==> config.mk <==
export PLATFORM = sky130hd
export DESIGN_NAME = multicycle_ctrl
export DESIGN_NICKNAME = d
export VERILOG_FILES = /design/src/rtl/multicycle_ctrl.sv
export SDC_FILE = /design/constraint.sdc
export NUM_CORES = 1
export LEC_CHECK = 0
export CORE_MARGIN = 2
export CORE_UTILIZATION = 40
export DETAILED_ROUTE_END_ITERATION = 16
export DONT_BUFFER_PORTS = 1
export SLEW_MARGIN = 30
export SYNTH_ARGS = -nofsm -noshare
export SYNTH_HDL_FRONTEND = slang
export SYNTH_SLANG_ARGS = --single-unit
==> constraint.sdc <==
create_clock -name clk -period 4.9 [get_ports clk]
set_clock_uncertainty 0.05 [all_clocks]
set_input_delay 0.98 -clock clk [delete_from_list [all_inputs] [get_ports clk]]
set_output_delay 0.98 -clock clk [all_outputs]
set_load 0.02 [all_outputs]
==> src/rtl/multicycle_ctrl.sv <==
`default_nettype none
// -----------------------------------------------------------------------------
// multicycle_ctrl : multi-cycle IF/ID/EX/MEM/WB sequencer with memory handshake
// and retired-instruction counter for the R/I/J datapath.          Rev 1.0
// -----------------------------------------------------------------------------
module multicycle_ctrl #(
  parameter int CNT_W = 32
) (
  input  logic             clk,
  input  logic             rst_n,
  input  logic             run,
  input  logic             is_load,
  input  logic             is_store,
  input  logic             is_alur,
  input  logic             is_aluimm,
  input  logic             is_branch,
  input  logic             is_jump,
  input  logic             mem_ready,
  output logic             mem_req,
  output logic             mem_we,
  output logic             iord,
  output logic             ir_write,
  output logic             pc_write,
  output logic             pc_write_cond,
  output logic             ab_write,
  output logic             alu_out_write,
  output logic             mdr_write,
  output logic             reg_write,
  output logic [2:0]       state,
  output logic [CNT_W-1:0] retired,
  output logic             illegal
);

  typedef enum logic [2:0] {
    S_IDLE = 3'd0,
    S_IF   = 3'd1,
    S_ID   = 3'd2,
    S_EX   = 3'd3,
    S_MEM  = 3'd4,
    S_WB   = 3'd5,
    S_HALT = 3'd6
  } state_t;

  localparam int C_LOAD   = 0;
  localparam int C_STORE  = 1;
  localparam int C_ALUR   = 2;
  localparam int C_ALUIMM = 3;
  localparam int C_BRANCH = 4;
  localparam int C_JUMP   = 5;

  localparam logic [CNT_W-1:0] C_ONE = {{(CNT_W-1){1'b0}}, 1'b1};

  state_t     cur;
  state_t     nxt;
  logic [5:0] flags;
  logic [5:0] cls;
  logic [5:0] cls_nxt;
  logic       flags_onehot;
  logic       retire;
  logic       jump_pc;

  assign flags        = {is_jump, is_branch, is_aluimm, is_alur, is_store, is_load};
  assign flags_onehot = (flags != 6'd0) && ((flags & (flags - 6'd1)) == 6'd0);

  // Next-state decode; retire collapses every instruction end onto IF/IDLE.
  always_comb begin
    nxt     = cur;
    cls_nxt = cls;
    retire  = 1'b0;
    case (cur)
      S_IDLE: if (run) nxt = S_IF;
      S_IF:   if (mem_ready) nxt = S_ID;
      S_ID: begin
        cls_nxt = flags;
        nxt     = flags_onehot ? S_EX : S_HALT;
      end
      S_EX: begin
        if (cls[C_LOAD] || cls[C_STORE])
          nxt = S_MEM;
        else if (cls[C_ALUR] || cls[C_ALUIMM])
          nxt = S_WB;
        else
          retire = 1'b1;
      end
      S_MEM: begin
        if (mem_ready) begin
          if (cls[C_STORE]) retire = 1'b1;
          else              nxt    = S_WB;
        end
      end
      S_WB:   retire = 1'b1;
      S_HALT: nxt = S_HALT;
      default: nxt = S_HALT;
    endcase
    if (retire) nxt = run ? S_IF : S_IDLE;
  end

  // Moore strobes are registered from the next state so they are glitch-free
  // and drop to zero together with the state on asynchronous reset.
  always_ff @(posedge clk or negedge rst_n) begin
    if (!rst_n) begin
      cur           <= S_IDLE;
      cls           <= 6'd0;
      retired       <= {CNT_W{1'b0}};
      illegal       <= 1'b0;
      mem_req       <= 1'b0;
      mem_we        <= 1'b0;
      iord          <= 1'b0;
      ab_write      <= 1'b0;
      alu_out_write <= 1'b0;
      pc_write_cond <= 1'b0;
      reg_write     <= 1'b0;
      jump_pc       <= 1'b0;
    end else begin
      cur <= nxt;
      cls <= cls_nxt;
      if (cur == S_ID && !flags_onehot) illegal <= 1'b1;
      if (retire) retired <= retired + C_ONE;
      mem_req       <= (nxt == S_IF) || (nxt == S_MEM);
      mem_we        <= (nxt == S_MEM) && cls_nxt[C_STORE];
      iord          <= (nxt == S_MEM);
      ab_write      <= (nxt == S_ID);
      alu_out_write <= (nxt == S_EX);
      pc_write_cond <= (nxt == S_EX) && cls_nxt[C_BRANCH];
      reg_write     <= (nxt == S_WB);
      jump_pc       <= (nxt == S_EX) && cls_nxt[C_JUMP];
    end
  end

  // Completion strobes qualified by the memory handshake in the same cycle.
  assign ir_write  = (cur == S_IF) && mem_ready;
  assign pc_write  = jump_pc || ((cur == S_IF) && mem_ready);
  assign mdr_write = (cur == S_MEM) && cls[C_LOAD] && mem_ready;
  assign state     = cur;

endmodule
`default_nettype wire

==> After elaboration in Yosys (flattened, before gate mapping) <==
Cells that the tools add are included.
{ "word_totals": {"ff_bits": 50, "inputBits": 10} }
{ "classes": {"addsub": 2, "n_eq_ne": 10, "mux": 16, "bitwise_logic": 1, "reduce_logical": 16} }
{ "op_table": {"columns": ["cell", "n"], "rows": [
  ["32-bit by 1-bit adder with 32-bit output, second input constant", 1],
  ["3-bit two-way mux", 8],
  ["3-bit case mux with 6 select lines", 1],
  ["3-bit by 2-bit == test with 1-bit output, second input constant", 4],
  ["3-bit == test, second input constant", 4],
  ["1-bit logical AND", 8],
  ["6-bit bitwise AND", 1],
  ["3-bit by 1-bit == test with 1-bit output, second input constant", 2],
  ["6-bit logical NOT", 1],
  ["6-bit two-way mux", 1],
  ["6-bit nonzero test", 1],
  ["6-bit by 1-bit subtractor with 6-bit output, second input constant", 1],
  ["1-bit two-way mux", 5],
  ["1-bit logical OR", 4],
  ["3-bit logical NOT", 1],
  ["1-bit case mux with 3 select lines", 1],
  ["1-bit logical NOT", 1]
]} }

==> Logic depth before layout (Yosys ltp) <==
Gate-level depths: netlist (run 1).
{ "logic_depth": {"ltp_word": 9, "mapped_depth": 6, "ltp_nobuf": 6} }

==> Worst setup path before layout (run 1) <==
No wires, ideal clock.
{ "synth_timing": {"path_type": "input to output", "from": "input mem_ready", "to": "output ir_write", "arrival_ns": 1.693, "t_required_ns": 3.870, "path_slack_ns": 2.177, "cell_stages": 1, "path_buffers": 0, "path_cell_list": "nor4bb_1"} }
{ "synth_via": {"elab_chain_len": 1} }
{ "synth_rtl": {"columns": ["element", "line_no", "text"], "rows": [
  ["start: declaration", "18", "input logic mem_ready,"],
  ["1-bit logical AND", "131", "assign ir_write = (cur == S_IF) && mem_ready;"],
  ["end: declaration", "22", "output logic ir_write,"]
]} }
No other way between the ends.

==> Final worst setup path (run 1) <==
{ "layout_timing": {"from": "register cur[0] (netlist: state[0])", "to": "output ir_write"} }
{ "layout_via": {"elab_chain_len": 2} }
{ "layout_rtl": {"columns": ["element", "line_no", "text"], "rows": [
  ["start: declaration", "53", "state_t cur;"],
  ["start signal: assignment", "115", "cur <= nxt;"],
  ["3-bit by 1-bit == test with 1-bit output", "131", null],
  ["1-bit logical AND", "131", null]
]} }
No other way between the ends.

==> results by group, run 1 <==
Outcome
  – Status: finished, final reports clean

Synth
  – Synth warnings: 0
  – Simple-gate share of the synthesized area: between 20 and 25%
  – Largest family of logic cells by synthesized area: simple AND/OR/NAND/NOR gates
  – Most numerous cell in the Yosys netlist: dfrtp_1
  – Post-synthesis async set-or-reset flop share: between 90% and 100%
  – Main flop type after synthesis: dfrtp_1
  – Leading area contributor after synthesis: dfrtp_1
  – Synth Area in Adders: less than 1%
  – Top cells by count, synth: dfrtp_1 (50), xnor2_1 (22), nand2_1 (14)
  – Synth top area share: 51.15%
  – Synth Area in XOR/XNOR: between 10% and 20%
  – Post-Syn Nets: ~230
  – Share of the yosys chip area belonging to registers: 51.15%
  – Synth unique cells: 52
  – Average size of a mapped cell: 11.22 um^2
  – Synth Area in Compound Gates: 7.775%
  – Area of the mapped netlist: 2446 um^2
  – Register bit total from synthesis: 50
  – Synthesized netlist cell count: 218
  – Synth top area cells: dfrtp_1 (51%), xnor2_1 (7.9%), xor2_1 (3.6%), nand3_1 (2.7%), mux2_2 (2.3%)
  – Number of flops mapped to enable cells by yosys: 0
  – Post-synthesis mux area share: 2.711%

Setup path
  – Worst EP required: slightly below 4 ns
  – Worst reg2reg path depth: 5
  – CP bufs+invs: 0
  – Crit end category: output port
  – Arr. time, crit path: 1.87 ns
  – Crit Path Class: reg -> out
  – Slowest-stage cell, CP: nor4bb_1
  – Crit path cell chain: nor4bb_1
  – Startpoint Class: flip-flop
  – CP Max Fanout: 16
  – CP Depth: 1
  – Worst path top cell family by delay: simple AND/OR/NAND/NOR gates
  – Largest stage delay, worst path: 0.82 ns

GRT
  – GR Layer Usage met1: 21.01%
  – Overflow after GRT: 0
  – Global-route wire length before repair: 7872 um
  – Gr busiest metal: met2
  – GR Util met2: 21.21%
  – Largest net degree at the start of global routing: 51
  – Number of global-route vias before repair: 1631
  – Gr usage total: 15.16%
  – Met3 Use GR: 6.413%
  – Initial antenna violation count: 0

Drt
  – Detailed Route WL: 4798 um
  – Via Count: 1637
  – DRT Pass-1 Iters: 4
  – Avg Vias per Cell: 5.530
  – Wire per inst: about 16 um
  – Routed Antenna Nets: 0
  – DRT iter0 DRCs: 48
  – # DRC: 0

Pwr
  – Max VDD drop: 0.0001856 V
  – PD cells: 454.3 nW/um^2
  – Static Leak: 1.122 nW

Place
  – I/O Buffers: 0
  – Dpl cell area: 2512 um^2
  – Gpl congestion: 0.7434
  – DP Worst Slack: 2.106 ns
  – HPWL after detailed placement: around 3400 um

CTS
  – Clock latency on the worst-skew pair: 0.31 ns
  – CTS buffer count: 5
  – CTS hold repair buffers: 0
  – CTS tree: done
  – Postcts setup bufs: 0
  – H-Tree Depth: 2
  – Post-CTS sizing: 0
  – Clock-pin transition on the worst setup and hold timing paths: 0.10 ns
  – CTS sink count: 50
  – Clock buffer depth: 2
  – Root Driver: clkbuf_8

STA
  – Least-Margin Pin Slew: 0.9351 ns
  – Final Hold Viols: 0
  – Fin. max-slew vios: 0
  – Worst Slack Setup Final: between 1.5 and 2 ns
  – Post-route minimum period: 2.905 ns
  – RSZ-0062 raised after global routing: false
  – Setup TNS: 0 ns
  – Final period utilization: approximately 60%
  – Final setup viols: 0
  – Max Fclk: 0.3443 GHz
  – Slew HR: 36.81%

Finish
  – Syn-to-layout area delta: 6.803%
  – Ratio of cells with drive above 1 in the final layout: around 13%
  – Diodes inserted: 0
  – Fin area: 2613 um^2
  – Nets@finish: 231

Floorplan
  – IO Pins: 56
  – Die area: 6757 um^2
  – Starting density of the core: 41.31%
  – Die Span X: 82.20 um
  – Die height: 82.20 um
  – Core area: around 5900 um^2
  – # rows: 28

Hold path
  – Type of the worst min-delay path: in -> async

Run
  – Max Cap Viol: 0
## cells in the final DEF (no fill, tap or decap), types with 3 or more instances in the layout
cell type	synthesis	routed
nand2b_1	6	6
xor2_1	10	10
nor4bb_1	4	4
nor2b_1	4	4
nor2_1	12	12
clkbuf_8	0	6
nand2_1	14	14
inv_1	7	7
xnor2_1	22	22
mux2_2	5	5
o21ai_0	4	4
nand4_1	7	7
a32oi_1	4	4
dfrtp_1	50	50
nand3_1	13	13
and2_1	4	4
or3_1	3	3
nor3_1	5	5
## stage by stage
stage | util, % | instances | hold WS [ns] | power [W]
5_1_grt | 44.13 | 296 | 0.2781 | 0.001270
3_3_place_gp | 42.43 | 288 | 0.4285 | 0.0009384
3_5_place_dp | 42.43 | 288 | 0.4335 | 0.0009393
4_1_cts | 44.13 | 296 | 0.2895 | 0.001206
6_report | 44.13 | 296 | 0.3043 | 0.001187
2_1_floorplan | - | 218 | 0.4161 | 0.0008716
## state kept, by name, summed over array words and instances, names as in the netlist
name	cells
retired	32
cls	6
state	3
ab_write	1
alu_out_write	1
illegal	1
iord	1
jump_pc	1
mem_req	1
mem_we	1
pc_write_cond	1
reg_write	1
## metal layers
layer,vias up,part of all wire (%)
met5,-,0
met3,4,8.0
met1,807,49
met2,44,42
met4,0,1.0
li1,782,-
## path summary, 6_finish.rpt
path	slack [ns]	endpoint	startpoint
max in group asynchronous	4.40	retired[21]	rst_n
worst min register to register	0.45	cls[5]	cls[5]
worst max-delay path	2.00	ir_write	state[0]
worst min-delay path	0.30	retired[24]	rst_n
worst max register to register	2.43	reg_write	state[1]
min in group clk	0.45	cls[5]	cls[5]
## power breakdown
group	internal, W	leakage [nW]	switching (W)
clock network	0.000116	0.0514	0.000141
registers	0.000484	0.651	0.000172
logic	0.000141	0.420	0.000133
total	0.000741	1.12	0.000446
## cell type report
cell class / count / area [um^2]
Clock buffer: 6 / 82.58
Clock inverter: 2 / 17.52
Fill cell: 557 / 3308
Inverter: 7 / 26.28
Multi-Input combinational cell: 156 / 1141
Sequential cell: 50 / 1251
Tap cell: 75 / 93.84
## kinds of logic (layout without fill, tap and decap cells)
| logic type | Yosys count | after routing |
|---|---|---|
| buffers and inverters | 12 | 15 |
| adder cells (fa/ha/maj) | 1 | 1 |
| XOR/XNOR | 32 | 32 |
| multiplexers | 6 | 6 |
| AO/OA/AOI/OAI | 24 | 24 |
| AND/OR/NAND/NOR | 93 | 93 |
| flip-flops | 50 | 50 |
Note: power is estimated with default switching activity, not from simulation.
==> run 2: changes to the inputs <==
Clock period 4.9 ns to 2.55 ns, I/O delays scaled along.
==> run 2 against run 1 <==
Net effect:
- final cell count is 3.7% higher
- via count is 2.7% higher
- total power is 97% higher
- combinational power is 140% higher
- first-iteration DRC count is 110% higher
- sequential share of layout area is 1.7 points lower
- register-to-register slack worse by 2.1 ns
- clock-buffer cell count is 1 higher
- die area stayed put
- critical path depth is 2 higher
- hold slack worse by 0.30 ns
- largest power group unchanged
- routed wire length is 3.3% higher
==> results by group, run 2 (synthesis results as in run 1) <==
Outcome
  – Status: finished, final reports clean

CTS
  – Post-CTS sizing: 0
  – CTS buffer count: 5
  – Clock buffer depth: 2
  – H-Tree Depth: 2
  – CTS tree: done
  – Postcts setup bufs: 0
  – Clock latency on the worst-skew pair: 0.30 ns
  – Root Driver: clkbuf_8
  – CTS sink count: 50
  – Clock-pin transition on the worst setup and hold timing paths: around 0.090 ns

STA
  – Fin. max-slew vios: 0
  – Least-Margin Pin Slew: roughly 0.54 ns
  – Post-route minimum period: 2.305 ns
  – Setup TNS: 0 ns
  – Max Fclk: 0.4339 GHz
  – Hold Worst Slack: 0.008612 ns
  – Final setup viols: 0
  – Final Hold Viols: 0
  – RSZ-0062 raised after global routing: false
  – Slew HR: 64.04%
  – Final period utilization: between 90% and 100%

Pwr
  – Switch Pwr: 0.0008699 W
  – PD cells: roughly 870 nW/um^2
  – Sequential Power Share: 52.2%
  – Static Leak: 1.184 nW
  – Max VDD drop: 0.0003469 V
  – Clock network power share: 20.1%
  – Logic gate share of total power: approximately 28%
  – Pint: 0.001471 W
  – Net Sw Frac: 37.16%

Drt
  – M1 WL: 2328 um
  – Routed Antenna Nets: 0
  – Detailed Route WL: 4954 um
  – Avg Vias per Cell: 5.476
  – Metal3 WL: about 380 um
  – Highest routed layer: met4
  – Via Count: 1681
  – DRT Pass-1 Iters: 4
  – Wire per inst: 16.14 um
  – Wire length on met2: 2193 um
  – # DRC: 0
  – DRT iter0 DRCs: 99

GRT
  – Number of global-route vias before repair: roughly 1700
  – Overflow after GRT: 0
  – Global-route wire length before repair: 8086 um
  – Largest net degree at the start of global routing: between 50 and 60
  – Initial antenna violation count: 0
  – Gr usage total: 15.83%

Floorplan
  – # rows: 28
  – Starting density of the core: about two fifths
  – IO Pins: 56
  – Die area: 6757 um^2
  – Die Span X: 82.20 um
  – Core area: 5921 um^2
  – Die height: 82.20 um

Setup path
  – CP bufs+invs: 1
  – Arr. time, crit path: about 1.7 ns
  – Worst path top cell family by delay: simple AND/OR/NAND/NOR gates
  – Startpoint Class: flip-flop
  – Crit Path Class: reg -> out
  – CP Max Fanout: 11
  – RR Startpoint: retired[13]
  – R2r endpoint: retired[25]
  – Worst EP required: 1.99 ns
  – Reg2reg setup slack: 0.31 ns
  – Crit end category: output port
  – Worst reg2reg path depth: 5
  – Largest stage delay, worst path: 0.55 ns
  – Crit path cell chain: buf_4 -> nor4bb_1 -> or2_2
  – Slowest-stage cell, CP: dfrtp_1

Finish
  – Max FFs per register: 32
  – Diodes inserted: 0
  – Top reg by flops: retired
  – Commonest non-fill, non-tap cells in the layout: dfrtp_1 (50), xnor2_1 (22), nand2_1 (14), nand3_1 (13), nor2_1 (12)
  – Ratio of cells with drive above 1 in the final layout: 16.38%
  – Most common cell after layout, fill and taps aside: dfrtp_1
  – Nets@finish: 242
  – Syn-to-layout area delta: 10.64%

Place
  – Gpl congestion: 0.8257
  – HPWL after detailed placement: about 3600 um
  – I/O Buffers: 0

Run
  – Max Cap Viol: 0

Hold path
  – Type of the worst min-delay path: in -> async
-- run 2: changes by cell type in the layout (fill, tap and decap cells not counted), sizes merged --
cell	delta
clkbuf	+1
clkinv	-1
buf	+11
-- run 2: how the worst max path moves through the flow --
stage / startpoint / end / cells past startpoint
floorplan: state[0] / ir_write / 2
CTS: state[2] / pc_write / 3
global placement: retired[13] / retired[27] / 5
global route: state[2] / pc_write / 3
detailed placement: retired[13] / retired[25] / 5
finish: state[2] / pc_write / 3
-- run 2: worst register-to-register path, cell delays in order, from the launching register on --
cell	delay, ns
dfrtp_1	0.56
nand4_2	0.22
or3_1	0.44
or3_1	0.50
nor3_1	0.24
xor2_1	0.17
-- run 2: timing repair --
action,CTS,global route
hold buffers,1,0
hold endpoints to repair,50,0
setup endpoints to repair,0,0
-- run 2: final cells by class --
class / count / area [um^2]
Fill cell: 562 / 3214
Sequential cell: 50 / 1251
Multi-Input combinational cell: 156 / 1141
Timing Repair Buffer: 11 / 102.6
Tap cell: 75 / 93.84
Clock buffer: 7 / 86.33
Inverter: 7 / 26.28
Clock inverter: 1 / 5.005
-- run 2: metal layers --
metal	GRT usage, %	vias to the layer above
met5	0	-
met4	5.500	0
met3	6.196	4
met2	23.79	49
met1	20.75	824
li1	-	804
-- run 2: power groups by stage --
stage               registers [W]  logic (W)  clock network, W
floorplan                 0.00118   0.000494                 0
detailed placement        0.00124   0.000630                 0
finish                    0.00122   0.000649          0.000470
global placement          0.00123   0.000627                 0
CTS                       0.00122   0.000654          0.000489
global route              0.00125   0.000724          0.000530
-- run 2: through the flow --
step	cells	util (%)	area (um^2)	setup slack [ns]	power (W)
floorplan	218	-	2446	0.4818	0.001675
global placement	298	43.70	2587	0.3919	0.001861
detailed placement	298	43.70	2587	0.3332	0.001866
CTS	307	45.71	2706	0.2153	0.002365
global route	307	45.71	2706	0.02411	0.002509
finish	307	45.71	2706	0.2452	0.002341
==> run 3: changes to the inputs <==
Clock period 2.55 ns to 2.9 ns, I/O delays scaled along.
==> run 3 against run 2 <==
Net effect:
- non-clock buffer count is 6 lower
- routed wire length up 0.61%
- hold slack improved by 0.074 ns
- global-route usage hardly changed
- largest cell class unchanged
- register-to-register slack improved by 0.30 ns
- final area down 1.1%
- via count down 0.95%
- largest power group unchanged
- clock-buffer cell count is the same
==> results by group, run 3 (synthesis results as in run 1) <==
Drt
  – Wire length on met2: 2262 um
  – DRT Pass-1 Iters: 4
  – # DRC: 0
  – Highest routed layer: met4
  – Via Count: roughly 1700
  – DRT iter0 DRCs: 58
  – Avg Vias per Cell: 5.532
  – Metal3 WL: 379 um
  – Wire per inst: between 15 and 20 um
  – M1 WL: 2300 um
  – Routed Antenna Nets: 0
  – Detailed Route WL: 4984 um

Setup path
  – Worst path top cell family by delay: simple AND/OR/NAND/NOR gates
  – Reg2reg setup slack: approximately 0.61 ns
  – Arr. time, crit path: 1.67 ns
  – Crit end category: output port
  – CP Max Fanout: 9
  – Crit Path Class: reg -> out
  – Startpoint Class: flip-flop
  – Worst EP required: 2.27 ns
  – CP bufs+invs: 1
  – Largest stage delay, worst path: 0.49 ns
  – Crit path cell chain: buf_4 -> nor4bb_1 -> and2_1
  – Slowest-stage cell, CP: dfrtp_1

Floorplan
  – # rows: 28
  – Die Span X: 82.20 um
  – Starting density of the core: 41.31%
  – Die height: 82.20 um
  – IO Pins: 56
  – Core area: 5921 um^2
  – Die area: 6757 um^2

GRT
  – Largest net degree at the start of global routing: 51
  – Overflow after GRT: 0
  – Number of global-route vias before repair: 1622
  – Initial antenna violation count: 0
  – Global-route wire length before repair: 8142 um
  – Gr usage total: 15.82%

Finish
  – # fillers: 568
  – Commonest non-fill, non-tap cells in the layout: dfrtp_1 (50), xnor2_1 (22), nand2_1 (14), nand3_1 (13), nor2_1 (12)
  – FF+latch area: ~1300 um^2
  – Ratio of cells with drive above 1 in the final layout: 13.72%
  – Nets@finish: approximately 240
  – Diodes inserted: 0
  – Multi-input gate area: 1141 um^2
  – Most common cell after layout, fill and taps aside: dfrtp_1
  – Syn-to-layout area delta: 9.412%
  – Top reg by flops: retired
  – Max FFs per register: 32

CTS
  – CTS sink count: 50
  – CTS buffer count: 5
  – Postcts setup bufs: 0
  – Root Driver: clkbuf_8
  – Clock buffer depth: 2
  – H-Tree Depth: 2
  – Clock-pin transition on the worst setup and hold timing paths: 0.10 ns
  – Clock latency on the worst-skew pair: 0.30 ns
  – CTS tree: done

Place
  – DP Worst Slack: around 0.61 ns
  – I/O Buffers: 0
  – Gpl congestion: 0.8114
  – HPWL after detailed placement: 3562 um

Outcome
  – Status: finished, final reports clean

Pwr
  – Max VDD drop: 0.0003791 V
  – Static Leak: 1.157 nW
  – PD cells: 785.8 nW/um^2

Run
  – Max Cap Viol: 0

STA
  – Final Hold Viols: 0
  – Setup TNS: 0 ns
  – Slew HR: 53.10%
  – Least-Margin Pin Slew: ~0.70 ns
  – Post-route minimum period: 2.297 ns
  – Max Fclk: 0.4354 GHz
  – Final setup viols: 0
  – RSZ-0062 raised after global routing: false
  – Worst Slack Setup Final: 0.6031 ns
  – Fin. max-slew vios: 0
  – Final period utilization: between 70% and 80%

Hold path
  – Type of the worst min-delay path: in -> async
==> run 3: what timing repair did <==
| action | CTS | global route |
|---|---|---|
| hold buffers | 1 | 0 |
| endpoints found under the hold margin | 50 | 0 |
| resized for setup | 0 | 0 |
==> run 3: power by group <==
part           internal, W  total (W)  switching (W)
Clock             0.000259   0.000481       0.000222
Combinational     0.000265   0.000549       0.000284
Sequential        0.000818    0.00107       0.000255
==> run 3: final timing paths <==
check | from | end | cells after the start
min in group clk | is_alur | cls[2] | 1
min | rst_n | retired[5] | 1
max in group asynchronous | rst_n | retired[0] | 1
min reg2reg | cls[4] | cls[4] | 1
max | state[0] | mdr_write | 3
max reg2reg | retired[13] | retired[27] | 5
==> run 3: area by class of cell <==
type	instances	area share, %
inverters	7	0.9818
well taps	75	3.506
flip-flops and latches	50	46.75
repair buffers	5	2.151
clock buffers	7	2.852
multi-input cells	156	42.64
clock inverters	1	1.122
==> run 3: through the flow <==
stage | power (W) | hold slack (ns) | cells | util (%) | area [um^2]
6_report | 0.002103 | 0.08245 | 301 | 45.20 | 2676
4_1_cts | 0.002128 | 0.08424 | 301 | 45.20 | 2676
5_1_grt | 0.002255 | 0.08104 | 301 | 45.20 | 2676
2_1_floorplan | 0.001473 | 0.2344 | 218 | - | 2446
3_5_place_dp | 0.001623 | 0.2366 | 292 | 42.94 | 2542
3_3_place_gp | 0.001613 | 0.2357 | 292 | 42.94 | 2542
==> run 3: routing by layer <==
metal | track usage [%] | up-vias
met3 | 5.978 | 2
met5 | 0 | -
met4 | 4.000 | 0
met1 | 22.65 | 820
li1 | - | 791
met2 | 22.42 | 52
